[src/rtl/csa_pkg.sv]
// csa_pkg: shared types and sizing helpers for the carry-save accumulator.
//   state_t  : controller states (ACC fold operands, RES resolve, OUT present)
//   nchunk() : number of carry-propagate chunks needed to cover acc_w bits
//   idx_w()  : width of a chunk index, never less than 1
package csa_pkg;

  typedef enum logic [1:0] {
    ACC = 2'd0,
    RES = 2'd1,
    OUT = 2'd2
  } state_t;

  function automatic int unsigned nchunk(input int unsigned acc_w,
                                         input int unsigned cpa_w);
    return (acc_w + cpa_w - 1) / cpa_w;
  endfunction

  function automatic int unsigned idx_w(input int unsigned n);
    return (n > 1) ? $clog2(n) : 1;
  endfunction

  // Sizing at the default ACC_W=32, CPA_W=8 configuration.
  localparam int unsigned NCHUNK_DEF = nchunk(32, 8);
  localparam int unsigned KW_DEF     = idx_w(NCHUNK_DEF);

endpackage

[src/rtl/csa_accum_pipe_row.sv]
// csa_3to2_row: W-bit 3:2 carry-save compressor, purely combinational.
//   a, b, c : addend rows
//   s       : bitwise sum row (a ^ b ^ c)
//   cout    : majority carry row shifted left by one, LSB = 0, MSB carry dropped
module csa_3to2_row #(
  parameter int unsigned W = 32
) (
  input  logic [W-1:0] a,
  input  logic [W-1:0] b,
  input  logic [W-1:0] c,
  output logic [W-1:0] s,
  output logic [W-1:0] cout
);

  assign s    = a ^ b ^ c;
  assign cout = ((a & b) | (a & c) | (b & c)) << 1;

endmodule

[src/rtl/csa_accum_pipe.sv]
// csa_accum_pipe: streaming multi-operand accumulator with carry-save running
// total and a chunked multi-cycle carry-propagate resolve.
//   clk, rst            : clock (rising edge), asynchronous active-high reset
//   in_valid/in_ready   : operand handshake; in_data operand, in_last ends group
//   out_valid/out_ready : result handshake
//   out_data            : resolved group sum modulo 2^ACC_W
//   out_count           : operands in the group, saturating at 2^CNT_W-1
//   out_sat             : operand counter saturated during the group
module csa_accum_pipe
  import csa_pkg::*;
#(
  parameter int unsigned IN_W   = 16,
  parameter int unsigned ACC_W  = 32,
  parameter int unsigned CPA_W  = 8,
  parameter int unsigned CNT_W  = 8,
  parameter bit          SIGNED = 1'b0
) (
  input  logic             clk,
  input  logic             rst,
  input  logic             in_valid,
  output logic             in_ready,
  input  logic [IN_W-1:0]  in_data,
  input  logic             in_last,
  output logic             out_valid,
  input  logic             out_ready,
  output logic [ACC_W-1:0] out_data,
  output logic [CNT_W-1:0] out_count,
  output logic             out_sat
);

  localparam int unsigned NCHUNK = nchunk(ACC_W, CPA_W);
  localparam int unsigned KW     = idx_w(NCHUNK);
  // Rows are padded to whole chunks so the last, possibly narrower, chunk can
  // use the same fixed-width adder; the padding bits are zero.
  localparam int unsigned PW     = NCHUNK * CPA_W;
  localparam logic [KW-1:0] KLAST = KW'(NCHUNK - 1);

  state_t           state;
  logic [ACC_W-1:0] s_q, c_q, x, s_nx, c_nx;
  logic [CNT_W-1:0] count;
  logic             sat;
  logic [KW-1:0]    k;
  logic             carry;
  logic [PW-1:0]    sp, cp, res, res_nx;
  logic [CPA_W-1:0] ca, cb;
  logic [CPA_W:0]   csum;
  logic             accept;

  assign accept = in_valid & in_ready;

  always_comb begin
    x = (SIGNED && in_data[IN_W-1]) ? '1 : '0;
    x[IN_W-1:0] = in_data;
  end

  csa_3to2_row #(.W(ACC_W)) u_row (
    .a    (s_q),
    .b    (c_q),
    .c    (x),
    .s    (s_nx),
    .cout (c_nx)
  );

  always_comb begin
    int unsigned base;
    base = 32'(k) * CPA_W;
    sp = '0;
    cp = '0;
    sp[ACC_W-1:0] = s_q;
    cp[ACC_W-1:0] = c_q;
    ca = sp[base +: CPA_W];
    cb = cp[base +: CPA_W];
    csum = {1'b0, ca} + {1'b0, cb} + (CPA_W + 1)'(carry);
    res_nx = res;
    res_nx[base +: CPA_W] = csum[CPA_W-1:0];
  end

  always_ff @(posedge clk or posedge rst) begin
    if (rst) begin
      state     <= ACC;
      s_q       <= '0;
      c_q       <= '0;
      count     <= '0;
      sat       <= 1'b0;
      k         <= '0;
      carry     <= 1'b0;
      res       <= '0;
      in_ready  <= 1'b1;
      out_valid <= 1'b0;
      out_data  <= '0;
      out_count <= '0;
      out_sat   <= 1'b0;
    end else begin
      case (state)
        ACC: begin
          if (accept) begin
            s_q <= s_nx;
            c_q <= c_nx;
            if (count == '1) sat <= 1'b1;
            else             count <= count + CNT_W'(1);
            if (in_last) begin
              state    <= RES;
              k        <= '0;
              carry    <= 1'b0;
              in_ready <= 1'b0;
            end
          end
        end
        RES: begin
          res   <= res_nx;
          carry <= csum[CPA_W];
          k     <= k + KW'(1);
          if (k == KLAST) begin
            state     <= OUT;
            out_data  <= res_nx[ACC_W-1:0];
            out_count <= count;
            out_sat   <= sat;
            out_valid <= 1'b1;
          end
        end
        OUT: begin
          if (out_ready) begin
            state     <= ACC;
            out_valid <= 1'b0;
            in_ready  <= 1'b1;
            s_q       <= '0;
            c_q       <= '0;
            count     <= '0;
            sat       <= 1'b0;
          end
        end
        default: begin
          state     <= ACC;
          in_ready  <= 1'b1;
          out_valid <= 1'b0;
        end
      endcase
    end
  end

endmodule

[config.mk]
export PLATFORM = sky130hd
export DESIGN_NAME = csa_accum_pipe
export DESIGN_NICKNAME = d
export VERILOG_FILES = /design/src/rtl/csa_pkg.sv /design/src/rtl/csa_accum_pipe_row.sv /design/src/rtl/csa_accum_pipe.sv
export SDC_FILE = /design/constraint.sdc
export NUM_CORES = 1
export LEC_CHECK = 0
export ABC_AREA = 1
export BUFFER_PORTS_ARGS = -buffer_cell sky130_fd_sc_hd__buf_2
export CAP_MARGIN = 0
export CORE_UTILIZATION = 58
export CTS_CLUSTER_DIAMETER = 120
export DETAILED_ROUTE_END_ITERATION = 8
export PLACE_DENSITY_LB_ADDON = 0.2
export SYNTH_ARGS = -nofsm -noshare
export SYNTH_HDL_FRONTEND = slang
export SYNTH_SLANG_ARGS = --single-unit
[constraint.sdc]
create_clock -name clk -period 6.73 [get_ports clk]
set_input_delay 0.3365 -clock clk [delete_from_list [all_inputs] [get_ports clk]]
set_output_delay 0.3365 -clock clk [all_outputs]
set_load 0.005 [all_outputs]
After elaboration in Yosys (flattened, before gate mapping)

Index checks and enable logic that the tools add are counted.

Word-level logic and storage cells: 82
Output and inout bits: 43
Register bits: 153
Input bits: 21

Bitwise gates (word level): 10
Reductions and logical operators: 11
Equal/unequal tests: 10
Muxes and demuxes: 29
$add $sub $neg: 5
Shift operators: 4

Operators by type and width:

| cell                                                   | number |
|---|---|
| one-hot mux 32 bit (2 select lines)                    | 2 |
| 2-to-1 mux 32 bit                                      | 3 |
| indexed part select 32 x 6 -> 8 bit                    | 2 |
| AND 31 x 16 -> 31 bit                                  | 2 |
| bitwise OR 31 bit                                      | 2 |
| negator 5 -> 34 bit                                    | 1 |
| variable shift 8 x 34 -> 32 bit (first input constant) | 1 |
| indexed part select 8 x 34 -> 32 bit                   | 1 |
| bitwise mux 32 bit                                     | 1 |
| XOR 32 x 16 -> 32 bit                                  | 1 |
| XOR 32 bit                                             | 1 |
| AND 31 bit                                             | 1 |
| 2-to-1 mux 8 bit                                       | 3 |
| one-hot mux 8 bit (2 select lines)                     | 1 |
| AND reduction 4 bit                                    | 4 |
| 2-to-1 mux 2 bit                                       | 6 |
| inequality test 2 bit (second input constant)          | 6 |
| adder 8 x 8 -> 9 bit                                   | 1 |
| adder 9 x 1 -> 9 bit                                   | 1 |
| AND reduction 3 bit                                    | 3 |
| adder 8 x 1 -> 8 bit (second input constant)           | 1 |
| equality test 8 bit (second input constant)            | 1 |
| 2-to-1 mux 1 bit                                       | 7 |
| one-hot mux 1 bit (3 select lines)                     | 2 |
| 11 further kinds                                       | 15 |

Logic depth before layout (Yosys ltp)

Depth in word-level cells: 5
Depth in mapped cells: 19
Gate-level depth less buffers: 18

Cells and area by module

Synthesis repeated with hierarchy kept, for this count alone.

Cells, all modules: 964
Area, all modules: 8204.1 um2

Modules (own cells, without submodules):

| module         | seq. area each (um2) | instances | area an instance (um2) | cells an instance |
|---|---|---|---|---|
| csa_accum_pipe | 3829.9               | 1         | 7537.2                 | 922 |
| csa_3to2_row   | 0.0                  | 1         | 666.9                  | 42 |

Worst setup path after synthesis

OpenSTA, ideal clock, no wires.

Kind: flip-flop to flip-flop
Start point: reg k[0]
End point: reg res[12]
Required time: 6664 ps
Buffers on the path: 2
Setup slack: 4042 ps
Arrival: 2623 ps
Period minus slack after synthesis: 2688 ps
Library setup time: 66 ps
Stages on the path, launching flop included: 18
Cell sequence: dfrtp_1 > clkbuf_8 > inv_2 > clkbuf_1 > o21ai_0 > o21ai_0 > fa_1 > inv_1 > fa_1 > inv_1 > nand2_1 > nand2_1 > nand2_1 > xnor2_2 > nand3_1 > o21ai_1 > nand2_1 > nand2_1

Word-level cells in the longest chain between the ends: 5
Elaborated cells between the ends (all ways): 8
Classes of those cells: add/sub (3); shift (4); mux (1)

RTL lines:

| what                                                          | RTL line                                   | RTL |
|---|---|---|
| from (decl)                                                   | csa_accum_pipe.sv:42                       | `logic [KW-1:0] k;` |
| from (signal assigned)                                        | csa_accum_pipe.sv:112                      | `k <= k + KW'(1);` |
| indexed part select 32 x 6 -> 8 bit, on equally long branches | csa_accum_pipe.sv:71, csa_accum_pipe.sv:72 |  |
| adder 8 x 8 -> 9 bit                                          | csa_accum_pipe.sv:73                       | `csum = {1'b0, ca} + {1'b0, cb} + (CPA_W + 1)'(carry);` |
| adder 9 x 1 -> 9 bit                                          | csa_accum_pipe.sv:73                       |  |
| indexed part select 8 x 34 -> 32 bit                          | csa_accum_pipe.sv:75                       | `res_nx[base +: CPA_W] = csum[CPA_W-1:0];` |
| bitwise mux 32 bit (*)                                        | csa_accum_pipe.sv:75                       |  |
| to (signal assigned)                                          | csa_accum_pipe.sv:110                      | `res <= res_nx;` |
| to (decl)                                                     | csa_accum_pipe.sv:44                       | `logic [PW-1:0] sp, cp, res, res_nx;` |

Mark *: on every way between the ends. The rest lies on a longest branch, timed or not.
A chain may end at the register's enable or synchronous reset.

Final worst setup path

Start point: reg k[1]
End point: reg res[12]

Same word-level chain as after synthesis.

==> flow_summary.toml <==
[synthesis]
avgSynthCellArea_sq_um = 8.256
synth-edff-count = 0
yosys_warnings = 0
synth_top_flop_cell = "dfrtp_1"
synth-seq-cells = 152
syn_area_sq_um = 7860
yosysUniqueCellTypes = 42
async_reset_ff_share_pct = 100.0
synth_nets = 1020
netlist_instances = 952
seq_area_frac_synth_pct = 48.41

[hold_path]
hold_path_class = "primary input to asynchronous set/reset pin"

[floorplanning]
die_h_um = 118.4
start_util_pct = 59.35
io_pins = 64
num_rows = 42
die_w_um = 118.4
core_area_sq_um = 13240
dieArea_sq_um = 14020

[clock_tree]
cts-resized-gates = 0
cts_buffers = 17
clockRootBuffer = "clkbuf_16"
cts_tree = "yes"
insertion_delay_ns = 0.43
cts_num_sinks = 152
holdBufCountCts = 0
post_cts_buffers = 0
clock_path_buffers = 2
cts.clk_slew.worst_paths_ns = 0.06
htree_num_levels = 4

[grt]
globalRouteTotalUtil_pct = 28.08
grt_max_degree = 96
grt_pass1_vias = 6115
grt-ovfl-total = 0
grt_pass1_wl_um = 31110
antenna_found_initial = 0

[run]
drv_cap = 0

[detailed_routing]
vias = 6449
vias_per_cell = 5.456
drt.antenna.violating_nets = 0
drcViolationCount = 0
drt_pass1_iterations = 5
wirelength_um = 17860
wire_per_inst_um = 15.11
drt-initial-drc-count = 642

[pwr]
ir_worst_vdd_mv = 0.2460
leakagePower_nw = 4.771
power_density_nw_per_um2 = 437.2
total_power_mw = 3.873

[sta]
finalSetupViolations = 0
fin_setup_tns_ns = 0
finalCritPeriodShare_pct = 48.49
finalCriticalPeriod_ns = 3.263
grt_setup_unrepaired = "no"
finalClockSkew_ns = 0.006837
fmax_mhz = 306.4
slew_violations = 0
slew_headroom_pct = 24.84
worst_pin_slew_ns = 1.123
hold_viol_final = 0

[finish]
drive_above_1_share_pct = 12.52
utilization_pct = 66.90
area_growth_pct = 12.72
nNetsFinal = 1061
diodes = 0
fin_cells = 1182

[critical_path]
critPathMaxFanout = 25
critPathCaptureType = "flip-flop"
arrival_ns = 3.62
worstSetupPathType = "flip-flop to flip-flop"
critPathLaunchType = "flip-flop"
crit_required_ns = 7.09

[run_status]
outcome = "completed"

[placement]
numPortBuffers = 63
gp_congestion = 0.8739
hpwlAfterDp_um = 11480
place_inst = 1150
## registers in the layout (all words and copies together), names as in the netlist
name / count
out_data: 32
res: 32
s_q: 32
c_q: 31
count: 8
out_count: 8
k: 2
state: 2
carry: 1
in_ready: 1
out_sat: 1
out_valid: 1
sat: 1
## logic make-up after synthesis
kind of cell,Yosys count,share of synthesized area [%]
AND/OR/NAND/NOR,493,26.01
flip-flops,152,48.41
AO/OA/AOI/OAI,136,9.344
buffers and inverters,120,6.495
adder cells (fa/ha/maj),47,9.105
XOR/XNOR,4,0.6369
## worst paths after layout
check / startpoint / endpoint / slack [ns] / cells after the start
worst min register to register: out_data[31] / out_data[31] / 0.47 / 2
worst min-delay path: rst / c_q[16] / 0.07 / 2
min in group clk: in_valid / in_ready / 0.24 / 4
max in group asynchronous: rst / res[18] / 5.42 / 3
worst max-delay path: k[1] / res[12] / 3.47 / 15
worst max register to register: k[1] / res[12] / 3.47 / 15
## final cells by class
| class | instances | area, sq um |
|---|---|---|
| clock buffer | 24 | 481.7 |
| clock inverter | 8 | 168.9 |
| fill | 1112 | 4383 |
| inverter | 75 | 289.0 |
| multi-input combinational | 680 | 3550 |
| sequential | 152 | 3805 |
| tap | 176 | 220.2 |
| timing repair buffer | 67 | 345.3 |
## report_power, final
group | total, mW | internal (mW) | switching, mW | leakage, nW
Combinational | 1.43 | 0.524 | 0.905 | 2.41
Clock | 1.06 | 0.688 | 0.369 | 0.318
Sequential | 1.39 | 1.17 | 0.214 | 2.05
Total | 3.87 | 2.39 | 1.49 | 4.77
## cell usage in the layout (no fill, tap or decap), drive strengths merged
cell / instances
a21oi: 14
a22o: 1
a31oi: 5
a32oi: 2
and3: 1
buf: 67
bufinv: 5
clkbuf: 24
clkinv: 3
dfrtp: 151
dfstp: 1
fa: 17
ha: 30
inv: 75
nand2: 356
nand3: 79
nand4: 7
nor2: 43
nor3: 2
nor3b: 1
o21a: 2
o21ai: 95
o22ai: 15
o31ai: 2
or2: 4
xnor2: 1
xor2: 3
## per-stage QoR
| step | hold WS (ns) | instance area [sq um] | setup slack (ns) |
|---|---|---|---|
| 5_1_grt | 0.1448 | 8860 | 3.125 |
| 2_1_floorplan | 0.4492 | 7860 | 2.302 |
| 4_1_cts | 0.1175 | 8860 | 3.472 |
| 3_5_place_dp | 0.4615 | 8209 | 3.480 |
| 6_report | 0.07198 | 8860 | 3.467 |
| 3_3_place_gp | 0.4504 | 8209 | 3.578 |
## synth_stat cells, types with 2 or more instances
library cell / n / share of area [%]
a21oi_1: 14 / 0.89
a31oi_1: 5 / 0.40
a32oi_1: 2 / 0.22
buf_1: 2 / 0.096
buf_2: 29 / 1.8
clkbuf_1: 11 / 0.53
dfrtp_1: 151 / 48
fa_1: 17 / 4.3
ha_1: 30 / 4.8
inv_1: 67 / 3.2
inv_2: 7 / 0.33
nand2_1: 352 / 17
nand2_2: 3 / 0.24
nand3_1: 77 / 4.9
nand3_2: 2 / 0.25
nand4_1: 7 / 0.56
nor2_1: 39 / 1.9
nor2_2: 3 / 0.24
o21a_1: 2 / 0.19
o21ai_0: 87 / 5.5
o21ai_1: 6 / 0.38
o21ai_2: 2 / 0.22
o22ai_1: 15 / 1.2
o31ai_1: 2 / 0.19
or2_2: 2 / 0.16
xor2_1: 2 / 0.22
## critical path, cell delays in order (launching register included)
cell	delay [ns]
dfrtp_1	0.56
inv_1	0.59
o21ai_0	0.17
o21ai_0	0.25
fa_1	0.24
inv_1	0.06
fa_1	0.39
inv_1	0.09
nand2_1	0.05
nand2_1	0.07
nand2_1	0.08
xnor2_2	0.17
nand3_1	0.12
o21ai_1	0.20
nand2_1	0.07
nand2_1	0.08
## routing by layer
metal | vias up | global-route usage [%] | routed length (um)
met5 | - | 0 | 0
met4 | 0 | 9.968 | 346
met3 | 31 | 4.730 | 878
met2 | 207 | 41.58 | 8086
met1 | 3065 | 41.90 | 8551
li1 | 3146 | - | -
Power figures use the tool's default switching activity.
